## config.mk

```make
export PLATFORM = sky130hd
export DESIGN_NAME = line_clear_seq_flat
export DESIGN_NICKNAME = d
export VERILOG_FILES = /design/src/rtl/line_clear_seq_if.sv /design/src/rtl/line_clear_seq.sv /design/src/flat_wrapper.sv
export SDC_FILE = /design/constraint.sdc
export NUM_CORES = 1
export LEC_CHECK = 0
export CAP_MARGIN = 20
export CORE_MARGIN = 3
export CORE_UTILIZATION = 43
export CTS_CLUSTER_SIZE = 10
export DETAILED_ROUTE_END_ITERATION = 12
export PLACE_DENSITY = 0.75
export SYNTH_ARGS = -nofsm -noshare
export SYNTH_HDL_FRONTEND = slang
export SYNTH_SLANG_ARGS = --single-unit
export TNS_END_PERCENT = 10
```

## constraint.sdc

```tcl
create_clock -name clk -period 2.3 [get_ports clk]
set_clock_uncertainty 0.2 [all_clocks]
set_input_delay 0.46 -clock clk [delete_from_list [all_inputs] [get_ports clk]]
set_output_delay 0.46 -clock clk [all_outputs]
set_load 0.005 [all_outputs]
```

## src/rtl/line_clear_seq_if.sv

```systemverilog
`default_nettype none
// ============================================================================
//  Module      : line_clear_seq_if
//  Description : Handshake and board bus between the game FSM / board
//                (master) and the line-clear controller (slave).
//  Revision    : 1.0 - initial release
// ============================================================================
interface line_clear_seq_if #(
    parameter int ROWS  = 23,
    parameter int CNT_W = 3,
    parameter int TOT_W = 16
);
    logic              start;
    logic [ROWS-1:0]   rowfull;
    logic [ROWS-1:0]   rowshift;
    logic              shift_en;
    logic              busy;
    logic              done;
    logic [CNT_W-1:0]  lines_cleared;
    logic [TOT_W-1:0]  total_lines;
    logic              overrun;

    // Game FSM and board side
    modport master (
        output start, rowfull,
        input  rowshift, shift_en, busy, done, lines_cleared, total_lines, overrun
    );

    // Line-clear controller side
    modport slave (
        input  start, rowfull,
        output rowshift, shift_en, busy, done, lines_cleared, total_lines, overrun
    );
endinterface
`default_nettype wire

```

## src/rtl/line_clear_seq.sv

```systemverilog
`default_nettype none
// ============================================================================
//  Module      : line_clear_seq
//  Description : Sequential line-clear controller. After a piece locks it
//                repeatedly finds the highest-index full row, issues a
//                one-cycle shift strobe with a row mask, waits for the board
//                to settle and rescans, until no row is full. Counts the
//                lines of each sequence and keeps a saturating running total.
//  Revision    : 1.0 - initial release
// ============================================================================
module line_clear_seq #(
    parameter int ROWS   = 23,
    parameter int IDX_W  = 5,
    parameter int CNT_W  = 3,
    parameter int TOT_W  = 16,
    parameter int SETTLE = 1
) (
    input  wire logic           clk,
    input  wire logic           rst,
    line_clear_seq_if.slave     bus
);

    // Pass counter needs to reach ROWS itself, so give it one spare bit.
    localparam int c_PASS_W = IDX_W + 1;
    localparam int c_WAIT_W = (SETTLE < 1) ? 1 : $clog2(SETTLE + 1);
    localparam int c_SUM_W  = TOT_W + 1;

    localparam logic [c_PASS_W-1:0] c_PASS_MAX = c_PASS_W'(ROWS);
    localparam logic [c_WAIT_W-1:0] c_SETTLE   = c_WAIT_W'(SETTLE);

    typedef enum logic [2:0] {
        S_IDLE  = 3'd0,
        S_SCAN  = 3'd1,
        S_SHIFT = 3'd2,
        S_WAIT  = 3'd3,
        S_DONE  = 3'd4
    } state_t;

    state_t                r_state;
    logic [ROWS-1:0]       r_rowshift;
    logic                  r_shift_en;
    logic                  r_busy;
    logic                  r_done;
    logic [CNT_W-1:0]      r_lines;
    logic [TOT_W-1:0]      r_total;
    logic                  r_overrun;
    logic [c_PASS_W-1:0]   r_pass;
    logic [c_WAIT_W-1:0]   r_wait;

    logic                  w_any_full;
    logic [IDX_W-1:0]      w_idx;
    logic [ROWS-1:0]       w_mask;
    logic [c_SUM_W-1:0]    w_sum;

    // Highest-index full row: later (higher) indices overwrite earlier ones.
    always_comb begin
        w_idx = '0;
        for (int i = 0; i < ROWS; i++) begin
            if (bus.rowfull[i]) begin
                w_idx = IDX_W'(i);
            end
        end
    end

    assign w_any_full = |bus.rowfull;

    // Shift mask covers the cleared row and every row above it.
    generate
        for (genvar gi = 0; gi < ROWS; gi++) begin : g_mask
            assign w_mask[gi] = (IDX_W'(gi) <= w_idx);
        end
    endgenerate

    // One extra bit catches the carry for total saturation.
    assign w_sum = {1'b0, r_total} + {{(c_SUM_W-CNT_W){1'b0}}, r_lines};

    // Controller FSM with all outputs registered.
    always_ff @(posedge clk or posedge rst) begin
        if (rst) begin
            r_state    <= S_IDLE;
            r_rowshift <= '0;
            r_shift_en <= 1'b0;
            r_busy     <= 1'b0;
            r_done     <= 1'b0;
            r_lines    <= '0;
            r_total    <= '0;
            r_overrun  <= 1'b0;
            r_pass     <= '0;
            r_wait     <= '0;
        end else begin
            // Strobes and the mask only live for a single cycle.
            r_done     <= 1'b0;
            r_shift_en <= 1'b0;
            r_rowshift <= '0;
            case (r_state)
                S_IDLE: begin
                    if (bus.start) begin
                        r_state <= S_SCAN;
                        r_busy  <= 1'b1;
                        r_lines <= '0;
                        r_pass  <= '0;
                    end
                end
                S_SCAN: begin
                    if (!w_any_full) begin
                        r_state <= S_DONE;
                        r_busy  <= 1'b0;
                        r_done  <= 1'b1;
                    end else if (r_pass == c_PASS_MAX) begin
                        // A row is still full after every row has been shifted:
                        // the board is not responding, give up.
                        r_overrun <= 1'b1;
                        r_state   <= S_DONE;
                        r_busy    <= 1'b0;
                        r_done    <= 1'b1;
                    end else begin
                        r_rowshift <= w_mask;
                        r_shift_en <= 1'b1;
                        r_state    <= S_SHIFT;
                    end
                end
                S_SHIFT: begin
                    if (r_lines != {CNT_W{1'b1}}) begin
                        r_lines <= r_lines + 1'b1;
                    end
                    r_pass  <= r_pass + 1'b1;
                    r_wait  <= c_SETTLE;
                    r_state <= S_WAIT;
                end
                S_WAIT: begin
                    // Counter reaching zero on this decrement ends the wait.
                    if (r_wait <= c_WAIT_W'(1)) begin
                        r_wait  <= '0;
                        r_state <= S_SCAN;
                    end else begin
                        r_wait <= r_wait - 1'b1;
                    end
                end
                S_DONE: begin
                    if (w_sum[TOT_W]) begin
                        r_total <= {TOT_W{1'b1}};
                    end else begin
                        r_total <= w_sum[TOT_W-1:0];
                    end
                    r_state <= S_IDLE;
                end
                default: begin
                    r_state <= S_IDLE;
                    r_busy  <= 1'b0;
                end
            endcase
        end
    end

    assign bus.rowshift      = r_rowshift;
    assign bus.shift_en      = r_shift_en;
    assign bus.busy          = r_busy;
    assign bus.done          = r_done;
    assign bus.lines_cleared = r_lines;
    assign bus.total_lines   = r_total;
    assign bus.overrun       = r_overrun;

endmodule
`default_nettype wire

```

## src/flat_wrapper.sv

```systemverilog
// flat-port wrapper written by rule: the top's interface ports become plain ports
module line_clear_seq_flat 
#(
    parameter int ROWS   = 23,
    parameter int IDX_W  = 5,
    parameter int CNT_W  = 3,
    parameter int TOT_W  = 16,
    parameter int SETTLE = 1
)
  (clk, rst, bus_start, bus_rowfull, bus_rowshift, bus_shift_en, bus_busy, bus_done, bus_lines_cleared, bus_total_lines, bus_overrun);
  line_clear_seq_if #(.ROWS(ROWS), .CNT_W(CNT_W), .TOT_W(TOT_W)) bus_i ();
  input  wire logic clk;
  input  wire logic rst;
  input wire logic [$bits(bus_i.start)-1:0] bus_start;
  input wire logic [$bits(bus_i.rowfull)-1:0] bus_rowfull;
  output wire logic [$bits(bus_i.rowshift)-1:0] bus_rowshift;
  output wire logic [$bits(bus_i.shift_en)-1:0] bus_shift_en;
  output wire logic [$bits(bus_i.busy)-1:0] bus_busy;
  output wire logic [$bits(bus_i.done)-1:0] bus_done;
  output wire logic [$bits(bus_i.lines_cleared)-1:0] bus_lines_cleared;
  output wire logic [$bits(bus_i.total_lines)-1:0] bus_total_lines;
  output wire logic [$bits(bus_i.overrun)-1:0] bus_overrun;
  assign bus_i.start = bus_start;
  assign bus_i.rowfull = bus_rowfull;
  assign bus_rowshift = bus_i.rowshift;
  assign bus_shift_en = bus_i.shift_en;
  assign bus_busy = bus_i.busy;
  assign bus_done = bus_i.done;
  assign bus_lines_cleared = bus_i.lines_cleared;
  assign bus_total_lines = bus_i.total_lines;
  assign bus_overrun = bus_i.overrun;
  line_clear_seq #(.ROWS(ROWS), .IDX_W(IDX_W), .CNT_W(CNT_W), .TOT_W(TOT_W), .SETTLE(SETTLE)) u_core (.clk(clk), .rst(rst), .bus(bus_i));
endmodule
```

==> flow_results.xml <==
<?xml version="1.0" encoding="UTF-8"?>
<metrics>
  <group name="global_route">
    <metric name="groute.usage.overall" unit="%">20.0</metric>
    <metric name="grt_pass1_wl" unit="um">11600</metric>
    <metric name="grt-busiest-layer" unit="">met2</metric>
    <metric name="maximum_number_of_pins_on_one_net_before_global_route_repair" unit="">39</metric>
    <metric name="global_route.usage.met1" unit="%">25.2</metric>
    <metric name="groute.layer.met2.usage" unit="%">34.9</metric>
    <metric name="grt_pass1_vias" unit="">2480</metric>
    <metric name="grt_antenna_before_repair" unit="">0</metric>
    <metric name="globalRouteMet3Util" unit="%">3.53</metric>
    <metric name="grt_overflow" unit="">0</metric>
  </group>
  <group name="power">
    <metric name="power.share.switching" unit="%">33.2</metric>
    <metric name="power_report.internal_total" unit="mW">2.22</metric>
    <metric name="total_switching_power" unit="mW">1.10</metric>
    <metric name="power.static_leakage" unit="nW">1.91</metric>
    <metric name="power_density_cells" unit="nW/um^2">825</metric>
    <metric name="power.share.clock" unit="%">16.7</metric>
    <metric name="fin_total_pwr" unit="mW">3.33</metric>
    <metric name="vdd_drop_max" unit="V">0.000409</metric>
    <metric name="comb_power_share" unit="%">42.5</metric>
    <metric name="seqPwrFrac" unit="%">40.8</metric>
  </group>
  <group name="sta">
    <metric name="setup_tns" unit="ns">0</metric>
    <metric name="grt_setup_unrepaired" unit="">true</metric>
    <metric name="hold_viol_final" unit="">0</metric>
    <metric name="post-route-period-util" unit="%">97.4</metric>
    <metric name="fmax" unit="MHz">446</metric>
    <metric name="slew_of_the_pin_with_the_lowest_slew_margin" unit="ns">0.401</metric>
    <metric name="finalWorstPathRequiredPeriod" unit="ns">2.24</metric>
    <metric name="final-max-slew-violation-count" unit="">0</metric>
    <metric name="timing.slew.headroom" unit="%">73.0</metric>
    <metric name="setup_viol" unit="">0</metric>
  </group>
  <group name="logic_synthesis">
    <metric name="synth.top_cells.by_area" unit="">sky130_fd_sc_hd__dfrtp_1 52%, sky130_fd_sc_hd__nand2_1 3.5%, sky130_fd_sc_hd__ha_1 2.8%</metric>
    <metric name="mappedNetlistNets" unit="">298</metric>
    <metric name="synth_top_cell_by_area" unit="">sky130_fd_sc_hd__dfrtp_1</metric>
    <metric name="synth_enable_flop_cells" unit="">0</metric>
    <metric name="synth_mux_area_share" unit="%">1.98</metric>
    <metric name="synth.distinct_cells" unit="">52</metric>
    <metric name="syn_avg_cell_area" unit="sq um">10.0</metric>
    <metric name="yosysWarnings" unit="">0</metric>
    <metric name="yosysMostFrequentCell" unit="">sky130_fd_sc_hd__dfrtp_1</metric>
    <metric name="netlist_instances" unit="">265</metric>
    <metric name="synth_top_cells_by_count" unit="">55 x sky130_fd_sc_hd__dfrtp_1, 25 x sky130_fd_sc_hd__nand2_1, 20 x sky130_fd_sc_hd__nor2_1</metric>
    <metric name="yosys_register_bits" unit="">55</metric>
    <metric name="area_share_of_xor_xnor_cells_in_the_synthesized_design" unit="%">1.65</metric>
    <metric name="share_of_the_synthesized_area_in_the_top_cell_type" unit="%">51.8</metric>
    <metric name="synth_simple_gate_area_share" unit="%">20.0</metric>
    <metric name="share_of_synthesized_area_occupied_by_flip_flops_and_latches" unit="%">51.8</metric>
    <metric name="synth_top_family_by_area" unit="">simple AND/OR/NAND/NOR gates</metric>
    <metric name="post_synth_fa_ha_maj_area_fraction" unit="%">3.58</metric>
    <metric name="netlist_area" unit="sq um">2660</metric>
    <metric name="async_reset_ff_share" unit="%">100</metric>
    <metric name="synth-compound-area-share" unit="%">17.2</metric>
    <metric name="dominantRegCellSynth" unit="">sky130_fd_sc_hd__dfrtp_1</metric>
  </group>
  <group name="die">
    <metric name="fp.coreArea" unit="sq um">5960</metric>
    <metric name="row_count" unit="">28</metric>
    <metric name="start_util" unit="%">44.6</metric>
    <metric name="floorplan.io_pins" unit="">72</metric>
    <metric name="die_y" unit="um">84.6</metric>
    <metric name="die_w" unit="um">84.6</metric>
    <metric name="die-area" unit="sq um">7160</metric>
  </group>
  <group name="drt">
    <metric name="drt_first_pass_iters" unit="">4</metric>
    <metric name="final_antenna_net_count" unit="">0</metric>
    <metric name="routed_wirelength" unit="um">7240</metric>
    <metric name="avgRoutedWirePerCell" unit="um">15.6</metric>
    <metric name="drcViolationCount" unit="">0</metric>
    <metric name="route.detailed.vias_per_inst" unit="">5.46</metric>
    <metric name="routed-via-count" unit="">2533</metric>
    <metric name="initialDrtViolationCount" unit="">96</metric>
  </group>
  <group name="final_layout">
    <metric name="post_route_cells_drive_above_1_share" unit="%">21.9</metric>
    <metric name="nNetsFinal" unit="">421</metric>
    <metric name="finish.utilization" unit="%">67.8</metric>
    <metric name="area_growth" unit="%">51.8</metric>
    <metric name="fill_cells" unit="">482</metric>
    <metric name="insertedDiodeCount" unit="">0</metric>
  </group>
  <group name="clock_tree">
    <metric name="latest_clock_arrival_within_the_worst_skew_pair" unit="ns">0.31</metric>
    <metric name="ctsHoldBuffers" unit="">0</metric>
    <metric name="ctsLongestPathBuffers" unit="">2</metric>
    <metric name="clock-sinks" unit="">55</metric>
    <metric name="cts_tree" unit="">done</metric>
    <metric name="cts.htree.levels" unit="">2</metric>
    <metric name="inserted_clock_buffers" unit="">5</metric>
    <metric name="ctsRootBufferMaster" unit="">sky130_fd_sc_hd__clkbuf_8</metric>
    <metric name="cts.clk_slew.worst_paths" unit="ns">0.11</metric>
  </group>
  <group name="worst_setup_path">
    <metric name="timing.critical_path.to_type" unit="">flip-flop</metric>
    <metric name="crit_type" unit="">reg2reg</metric>
    <metric name="timing.critical_path.required" unit="ns">2.30</metric>
    <metric name="r2r_cells" unit="">8</metric>
    <metric name="worst-endpoint-arrival" unit="ns">2.24</metric>
    <metric name="startpoint_type" unit="">flip-flop</metric>
    <metric name="critPathMaxFanout" unit="">3</metric>
  </group>
  <group name="flow_run">
    <metric name="max_cap_viol_count" unit="">0</metric>
  </group>
  <group name="placed_design">
    <metric name="io_buffer_count" unit="">71</metric>
    <metric name="place_hpwl" unit="um">5440</metric>
    <metric name="gp_congestion" unit="">0.867</metric>
  </group>
  <group name="worst_hold_path">
    <metric name="hp-class" unit="">in2async</metric>
  </group>
  <group name="run_status">
    <metric name="status" unit="">completed</metric>
  </group>
</metrics>
## critical path, stage by stage, from the launching register on
cell	delay, ns
sky130_fd_sc_hd__dfrtp_1	0.36
sky130_fd_sc_hd__ha_2	0.18
sky130_fd_sc_hd__inv_1	0.05
sky130_fd_sc_hd__fa_2	0.34
sky130_fd_sc_hd__nand2b_4	0.16
sky130_fd_sc_hd__a211oi_4	0.30
sky130_fd_sc_hd__buf_4	0.16
sky130_fd_sc_hd__nand4_1	0.10
sky130_fd_sc_hd__mux2_2	0.28
## area by class of cell
cell class	instances	area (sq um)	share of cell area, %
Clock inverter	3	25.0	0.620
Multi-Input combinational cell	186	1280	31.8
Inverter	19	71.3	1.77
Timing Repair Buffer	121	1110	27.6
Clock buffer	5	68.8	1.71
Tap cell	75	93.8	2.33
Sequential cell	55	1380	34.1
## sequential cells by signal (all words and copies together) (netlist names)
name                      cells
u_core.bus.total_lines       16
u_core.r_state                3
u_core.r_pass                 6
u_core.bus.busy               1
u_core.bus.overrun            1
u_core.bus.rowshift          23
u_core.bus.shift_en           1
u_core.bus.lines_cleared      3
u_core.bus.done               1
## metrics by stage
stage               hold WS (ns)  cells  worst slack, ns  instance area, sq um
floorplan                  0.253    265         -0.00490                  2670
global placement           0.257    452           -0.317                  3810
detailed placement         0.274    452           -0.413                  3810
CTS                        0.264    461          0.00171                  3930
global route               0.266    464          -0.0221                  4040
finish                     0.248    464           0.0599                  4040
## layer usage
metal  share of wire [%]  routed length [um]  up-vias
met1                  42                3070     1214
li1                    -                   -     1220
met5                   0                   0        -
met4                 1.6                 113        0
met3                 4.8                 348       10
met2                  51                3710       89
## placed cells by master (no fill, tap or decap), drive strengths merged, types with 7 or more instances in the layout
master         instances
a31oi                  7
nand2                 25
clkdlybuf4s50         62
nor4                   8
nand3                  9
a21oi                 14
inv                   19
o21ai                 15
buf                   50
nor2                  20
dfrtp                 55
dlymetal6s2s           7
nor3                   8
## what timing repair did
action                     CTS  global route
setup endpoints to repair    8            32
resized for setup            5            20
pin swaps                    4             8
setup buffers                1             2
cloned                       0             1
## worst paths after layout
kind | start | end | slack (ns)
worst max-delay path | u_core.bus.total_lines[0]$_DFFE_PP0P_ | u_core.bus.total_lines[14]$_DFFE_PP0P_ | 0.06
worst min-delay path | rst | u_core.bus.total_lines[15]$_DFFE_PP0P_ | 0.25
worst max register to register | u_core.bus.total_lines[0]$_DFFE_PP0P_ | u_core.bus.total_lines[14]$_DFFE_PP0P_ | 0.06
worst min register to register | u_core.bus.overrun$_DFFE_PP0P_ | u_core.bus.overrun$_DFFE_PP0P_ | 0.30
max in group asynchronous | rst | u_core.bus.lines_cleared[0]$_DFFE_PP0P_ | 1.12
min in group clk | u_core.bus.overrun$_DFFE_PP0P_ | u_core.bus.overrun$_DFFE_PP0P_ | 0.30
## kinds of logic after synthesis
| kind of cell | count (synthesis) |
|---|---|
| AO/OA/AOI/OAI | 67 |
| XOR/XNOR | 5 |
| adder cells (fa/ha/maj) | 7 |
| buffers and inverters | 24 |
| flip-flops | 55 |
| multiplexers | 5 |
| AND/OR/NAND/NOR | 102 |
## power by group through the flow
stage | combinational [mW] | sequential (mW) | clock [mW]
floorplan | 0.507 | 1.40 | 0
global placement | 1.30 | 1.37 | 0
detailed placement | 1.34 | 1.38 | 0
CTS | 1.39 | 1.36 | 0.561
global route | 1.55 | 1.39 | 0.609
finish | 1.41 | 1.36 | 0.555
Power figures use the tool's default switching activity.
